===== config.mk =====
export PLATFORM = sky130hd
export DESIGN_NAME = fir_batch_launcher
export DESIGN_NICKNAME = d
export VERILOG_FILES = /design/src/rtl/fir_batch_launcher.sv
export SDC_FILE = /design/constraint.sdc
export NUM_CORES = 1
export LEC_CHECK = 0
export CAP_MARGIN = 20
export CORE_ASPECT_RATIO = 0.5
export CORE_MARGIN = 2
export CORE_UTILIZATION = 40
export DETAILED_ROUTE_END_ITERATION = 8
export SLEW_MARGIN = 20
export SYNTH_ARGS = -nofsm -noshare
export SYNTH_HDL_FRONTEND = slang
export SYNTH_SLANG_ARGS = --single-unit

===== constraint.sdc =====
create_clock -name clock -period 5 [get_ports clock]
set_clock_uncertainty 0.05 [all_clocks]
set_input_delay 1 -clock clock [delete_from_list [all_inputs] [get_ports clock]]
set_output_delay 1 -clock clock [all_outputs]
set_load 0.01 [all_outputs]

===== src/rtl/fir_batch_launcher.sv =====
// Batch call sequencer in front of the fir HLS component: issues one call per index,
// collects returns in order and streams index-tagged results through a FWFT FIFO.
module fir_batch_launcher #(
   parameter int DEPTH = 4,
   parameter int CNT_W = 16
) (
   input  logic             clock,
   input  logic             reset,
   input  logic             cfg_go,
   input  logic [63:0]      cfg_base,
   input  logic [CNT_W-1:0] cfg_count,
   output logic             cfg_busy,
   output logic             cfg_done,
   output logic             fir_start,
   input  logic             fir_busy,
   output logic [63:0]      fir_d_i,
   output logic [63:0]      fir_idx,
   input  logic             fir_done,
   output logic             fir_stall,
   input  logic [31:0]      fir_returndata,
   output logic             res_valid,
   input  logic             res_ready,
   output logic [31:0]      res_data,
   output logic [CNT_W-1:0] res_idx
);
   localparam int AW = $clog2(DEPTH);

   typedef enum logic [1:0] {S_IDLE, S_RUN, S_DRAIN} state_t;

   state_t           r_state;
   state_t           w_state_nxt;
   logic [63:0]      r_base;
   logic [CNT_W-1:0] r_count;
   logic [CNT_W-1:0] r_issued;
   logic [CNT_W-1:0] r_returned;
   logic [CNT_W-1:0] r_mem_idx  [DEPTH];
   logic [31:0]      r_mem_data [DEPTH];
   logic [AW-1:0]    r_wptr;
   logic [AW-1:0]    r_rptr;
   logic [AW:0]      r_occ;
   logic [AW:0]      w_occ_nxt;
   logic             r_done;
   logic             w_done_nxt;
   logic             w_go_ok;
   logic             w_call;
   logic             w_push;
   logic             w_pop;
   logic             w_full;
   logic             w_empty;
   logic [CNT_W:0]   w_credit_used;

   assign w_full  = (r_occ == (AW+1)'(DEPTH));
   assign w_empty = (r_occ == '0);
   assign w_go_ok = (r_state == S_IDLE) && cfg_go && (cfg_count != '0);

   // Outstanding calls plus buffered results must fit in the FIFO, so a return is never stalled.
   assign w_credit_used = {1'b0, r_issued - r_returned} + (CNT_W+1)'(r_occ);
   assign fir_start     = (r_state == S_RUN) && (r_issued < r_count) &&
                          (w_credit_used < (CNT_W+1)'(DEPTH));

   assign w_call = fir_start && !fir_busy;
   assign w_push = fir_done && !w_full;
   assign w_pop  = !w_empty && res_ready;

   always_comb begin
      w_occ_nxt = r_occ;
      if (w_push && !w_pop) begin
         w_occ_nxt = r_occ + (AW+1)'(1);
      end else if (!w_push && w_pop) begin
         w_occ_nxt = r_occ - (AW+1)'(1);
      end
   end

   // Drain exit looks at post-pop occupancy so done follows the final pop by one cycle.
   always_comb begin
      w_state_nxt = r_state;
      w_done_nxt  = 1'b0;
      case (r_state)
         S_IDLE: begin
            if (cfg_go) begin
               if (cfg_count != '0) begin
                  w_state_nxt = S_RUN;
               end else begin
                  w_done_nxt = 1'b1;
               end
            end
         end
         S_RUN: begin
            if (r_issued == r_count) begin
               w_state_nxt = S_DRAIN;
            end
         end
         S_DRAIN: begin
            if ((r_returned == r_count) && (w_occ_nxt == '0)) begin
               w_state_nxt = S_IDLE;
               w_done_nxt  = 1'b1;
            end
         end
         default: w_state_nxt = S_IDLE;
      endcase
   end

   always_ff @(posedge clock or posedge reset) begin
      if (reset) begin
         r_state    <= S_IDLE;
         r_done     <= 1'b0;
         r_base     <= '0;
         r_count    <= '0;
         r_issued   <= '0;
         r_returned <= '0;
         r_wptr     <= '0;
         r_rptr     <= '0;
         r_occ      <= '0;
      end else begin
         r_state <= w_state_nxt;
         r_done  <= w_done_nxt;
         r_occ   <= w_occ_nxt;
         if (w_go_ok) begin
            r_base     <= cfg_base;
            r_count    <= cfg_count;
            r_issued   <= '0;
            r_returned <= '0;
         end else begin
            if (w_call) begin
               r_issued <= r_issued + CNT_W'(1);
            end
            if (w_push) begin
               r_returned <= r_returned + CNT_W'(1);
            end
         end
         if (w_push) begin
            r_wptr <= r_wptr + AW'(1);
         end
         if (w_pop) begin
            r_rptr <= r_rptr + AW'(1);
         end
      end
   end

   always_ff @(posedge clock) begin
      if (w_push) begin
         r_mem_data[r_wptr] <= fir_returndata;
         r_mem_idx[r_wptr]  <= r_returned;
      end
   end

   assign cfg_busy  = (r_state != S_IDLE);
   assign cfg_done  = r_done;
   assign fir_d_i   = r_base;
   assign fir_idx   = 64'(r_issued);
   assign fir_stall = w_full;
   assign res_valid = !w_empty;
   assign res_data  = w_empty ? '0 : r_mem_data[r_rptr];
   assign res_idx   = w_empty ? '0 : r_mem_idx[r_rptr];

endmodule


# After elaboration in Yosys (flattened, before gate mapping)
# Memory sizes are Yosys's and may differ from the RTL's.
# Index checks and enable logic that the tools add are counted.
# Widths: inputs -> output; s select.
# word_totals
register_bits	122
ram_bits	192
input_bits	118
output_inout_bits	181
word_cells	72
n_memories	2
# op_classes
addsub	8
magnitude_cmp	2
eq_ne	9
muxes	19
reduce_logical	23
# mem_list
memory	words	width	read_ports	rd_clocked_by_memory_dff	wr	line	source
r_mem_data	4	32	1	0	1	37	logic [31:0] r_mem_data [DEPTH];
r_mem_idx	4	16	1	0	1	36	logic [CNT_W-1:0] r_mem_idx [DEPTH];
# ops
op	n
$mux 16	5
$add 16x1->16 const B	2
$eq 16x16->1	2
$mux 32	1
$add 16x3->17	1
$lt 17x3->1 const B	1
$lt 16x16->1	1
$reduce_bool 16->1	1
$sub 16x16->16	1
$logic_and 1x1->1	10
$mux 2	4
$logic_not 3->1	2
$mux 3	2
$pmux 2 s3	1
$reduce_bool 2->1	3
$logic_not 1->1	5
$mux 1	5
$add 2x1->2 const B	2
$ne 2x1->1 const B	2
$ne 2x2->1 const B	2
$reduce_and 4->1	1
$add 3x1->3 const B	1
$eq 3x3->1 const B	1
$sub 3x1->3 const B	1
4 further kinds	4

# Depth between registers and ports, before layout
# depth
depth_word	11
ltp_mapped	15
depth_no_buf	14

# Worst setup path after synthesis
# No wires, ideal clock.
# synth_timing
path_kind	flip-flop to output port
from	register r_issued[0]
to	output port fir_start
t_arrival_ns	3.920
required_time_ns	3.950
path_slack_ns	0.030
path_stages_with_launch	14
n_path_buf	0
path_cell_list	dfrtp_1 > inv_1 > ha_1 > fa_1 > xnor2_1 > ha_1 > or4_4 > nor3_2 > nand4_1 > nor4_2 > nand3_1 > or4b_1 > or4_1 > nor4_1
# synth_via
elab_chain_len	4
word_cells_on_any_way	6
classes_between	add/sub (2); order compare (2); reduce/logical (2)
# synth_lines
element	line	source
start, declared	34	logic [CNT_W-1:0] r_issued;
start signal, assigned	125	r_issued <= r_issued + CNT_W'(1);
$sub 16x16->16	57	assign w_credit_used = {1'b0, r_issued - r_returned} + (CNT_W+1)'(r_occ);
$add 16x3->17	57	
$lt 17x3->1	59	(w_credit_used < (CNT_W+1)'(DEPTH));
$logic_and 1x1->1 (*)	58	assign fir_start = (r_state == S_RUN) && (r_issued < r_count) &&
end, declared	14	output logic fir_start,
# Mark *: on every way between the ends. The rest lies on a longest branch, timed or not.

# Final worst setup path
# Ends and elaborated chain as after synthesis.

==> results.sh <==
export IMPL_grt_pass1_wl_um=54800
export IMPL_finalNonFillerCells=1923
export IMPL_setup_slack_ns=-0.307
export IMPL_die_y_um=138
export IMPL_seqCellArea_sq_um=8820
export IMPL_multi_input_area_sq_um=5120
export IMPL_synth_area_per_cell_sq_um=12.6
export IMPL_fin_nets=1577
export IMPL_fin_util=0.520
export IMPL_worst_slew_pin_slew_ns=0.825
export IMPL_wl_um=35100
export IMPL_grt_max_degree=117
export IMPL_numCtsBuffers=29
export IMPL_clock_latency_ns=0.58
export IMPL_drtIter0Drc=536
export IMPL_required_ns=3.95
export IMPL_layout_commonest_cell="nand2_1"
export IMPL_cts_root_buf="clkbuf_16"
export IMPL_outcome="complete, but fails checks"
export IMPL_p_clk_frac=0.227
export IMPL_cp_max_fo=2
export IMPL_relSlewSlack=0.450
export IMPL_violations="setup timing"
export IMPL_yosys_warnings=0
export IMPL_hold_viol=0
export IMPL_p_seq_frac=0.380
export IMPL_start_util=0.404
export IMPL_timing_final_crit_share=1.06
export IMPL_antenna_cells=0
export IMPL_setup_violations=1
export IMPL_antenna_found_initial=1
export IMPL_core_area_sq_um=35700
export IMPL_dp_slack_ns=-0.454
export IMPL_drive_gt1_frac=0.113
export IMPL_hpwlAfterDp_um=24400
export IMPL_fmax_mhz=188
export IMPL_setup_tns_ns=-0.307
export IMPL_combPwrFrac=0.393
export IMPL_p_int_w=0.00699
export IMPL_yosysTopAreaCell="edfxtp_1"
export IMPL_worstSetupEndpointType="primary output"
export IMPL_layout_common_cells="nand2_1 (250), clkdlybuf4s50_1 (249), edfxtp_1 (192)"
export IMPL_synth_edf_count=192
export IMPL_grt_ovfl_total=0
export IMPL_antenna_left=0
export IMPL_p_leak_nw=7.38
export IMPL_ys_types=57
export IMPL_cts_htree_levels=1
export IMPL_clk_pin_slew_ns=0.07
export IMPL_finalCriticalPeriod_ns=5.31
export IMPL_grt_usage=0.187
export IMPL_rsz0062_at_grt="yes"
export IMPL_peakVddDrop_mv=0.280
export IMPL_avgViaCountPerCell=4.94
export IMPL_crit_path_frequent_cell="or4_4"
export IMPL_postCtsSetupRepairBufs=0
export IMPL_min_path_type="flip-flop to flip-flop"
export IMPL_clock_sinks=314
export IMPL_numPortBuffers=250
export IMPL_ys_seq_area_frac=0.612
export IMPL_synthTopCellsByArea="edfxtp_1 (40%), dfrtp_1 (21%), mux4_2 (7.5%), nand2_1 (6.5%), ha_1 (3.6%)"
export IMPL_tritoncts="yes"
export IMPL_areaGrowthSynthToFinish_pct=28.9
export IMPL_hold_buffers=0
export IMPL_rows=49
export IMPL_cp_slowest_stage_delay_ns=0.52
export IMPL_critPathKind="flip-flop to primary output"
export IMPL_gp_congestion=0.840
export IMPL_synth_seq_cells=314
export IMPL_swShare=0.323
export IMPL_p_switching_w=0.00334
export IMPL_pin_count=299
export IMPL_route_detailed_drc=0
export IMPL_cap_violations=0
export IMPL_vias=9499
export IMPL_start_kind="flip-flop"
export IMPL_min_path_cells=2
export IMPL_synthCells=1144
export IMPL_dieArea_sq_um=37600
export IMPL_first_global_vias=9773
export IMPL_reg2regPathDepth=15
export IMPL_drt_first_pass_iters=5
export IMPL_slew_violations=0
export IMPL_wl_per_cell_um=18.3
export IMPL_die_width_um=272
export IMPL_slowest_stage="or4_4"
export IMPL_power_density_nw_per_um2=557
export IMPL_syn_area_sq_um=14400
export IMPL_synth_ff_type="edfxtp_1"
export IMPL_synth_top_cell_area_share=0.400
export IMPL_fill_cells=3096
export IMPL_cp_arrival_ns=4.26
export IMPL_crit_chain="inv_2 -> ha_4 -> fa_2 -> xnor2_2 -> ha_1 -> or4_4 -> nor3_4 -> nand4_1 -> nor4_2 -> nand3_1 -> or4b_1 -> or4_4 -> nor4_4 -> buf_2"
export IMPL_post_place_cells=1868
export IMPL_synthArstFlopShare=0.389
export IMPL_clk_path_buf_depth=3
flip-flops by register name (all words and copies together) (netlist names):
signal and flops:
r_mem_data 128, fir_d_i 64, r_mem_idx 64, r_count 16, r_issued 16, r_returned 16
r_occ 3, r_rptr 2, r_state 2, r_wptr 2, cfg_done 1
power by group through the flow:
stage / combinational (W) / sequential, W / clock (W)
CTS: 0.00411 / 0.00394 / 0.00241
global route: 0.00443 / 0.00401 / 0.00251
detailed placement: 0.00408 / 0.00398 / 0
global placement: 0.00405 / 0.00395 / 0
finish: 0.00407 / 0.00392 / 0.00234
floorplan: 0.00216 / 0.00394 / 0
routing by layer:
metal  wire (um)  vias up  part of all wire  track usage
met4         866        2             0.025       0.0486
met2       17500      221              0.50        0.322
met5          13        -           0.00037            0
met3        1850       48             0.053       0.0370
met1       14900     4722              0.42        0.242
li1            -     4506                 -            -
path summary, 6_finish.rpt:
path	startpoint	to	slack, ns
max in group asynchronous	reset	r_rptr[0]	3.14
worst min-delay path	fir_d_i[43]	fir_d_i[43]	0.42
worst max-delay path	r_issued[0]	fir_start	-0.31
min in group asynchronous	reset	fir_d_i[22]	0.88
worst min register to register	fir_d_i[43]	fir_d_i[43]	0.42
worst max register to register	r_issued[0]	r_issued[10]	1.19
Yosys cell counts (3+ instances only):
library cell  number
o211ai_1           6
o311ai_1           3
a21o_1             3
edfxtp_1         192
a21oi_1           22
and3_1             5
a211oi_1           3
buf_1              9
nor2b_1            8
nor4_1            15
clkbuf_1          34
buf_2              3
xnor2_1           21
dfrtp_1          122
a31oi_1            3
nor4_2             5
and2_1            57
inv_1             45
nand4_1           14
ha_1              42
o21ai_1            5
nand2_1          250
nor3_1             6
nor3b_1            4
mux4_2            48
nor2_1            37
xor2_1            21
buf_4             48
or3_1              7
or4_1              8
o41ai_1            3
mux2i_1           10
nand3_1           18
o21a_1             3
nand3b_1           3
nand2b_1          10
o21ai_0           26
per-stage QoR:
step,total power [W],cell area (sq um),hold slack [ns]
2_1_floorplan,0.00610,14600,0.419
3_3_place_gp,0.00800,17500,0.408
3_5_place_dp,0.00806,17500,0.411
4_1_cts,0.0105,18500,0.429
5_1_grt,0.0110,18600,0.444
6_report,0.0103,18600,0.421
what timing repair did:
action / 4_1_cts / 5_1_grt
endpoints found under the setup margin: 1 / 1
pin swaps: 6 / 1
gates resized for setup: 10 / 4
gates cloned: 0 / 0
cells by family (layout without fill, tap and decap cells):
kind of cell | Yosys count | after routing | synth area share
AO/OA/AOI/OAI | 89 | 89 | 0.0390
XOR/XNOR | 42 | 42 | 0.0255
adder cells (fa/ha/maj) | 43 | 43 | 0.0379
buffers and inverters | 139 | 387 | 0.0490
flip-flops | 314 | 314 | 0.612
multiplexers | 58 | 58 | 0.0820
other | 1 | 48 | 0.000260
AND/OR/NAND/NOR | 458 | 458 | 0.154
critical path: cells and delay by family (launching register included):
family,cells,cell delay (ns)
and+or+nand+nor,8,2.12
adders and majority gates,3,0.79
DFF,1,0.37
buffers and inverters,2,0.24
xor gates and xnor gates,1,0.15
layout make-up:
class,count,share of cell area
well taps,484,0.0326
clock buffers,37,0.0423
repair buffers,288,0.153
clock inverters,17,0.0115
flip-flops and latches,314,0.475
inverters,45,0.00924
multi-input cells,738,0.276
No activity file was read; power rests on OpenSTA's default activity.
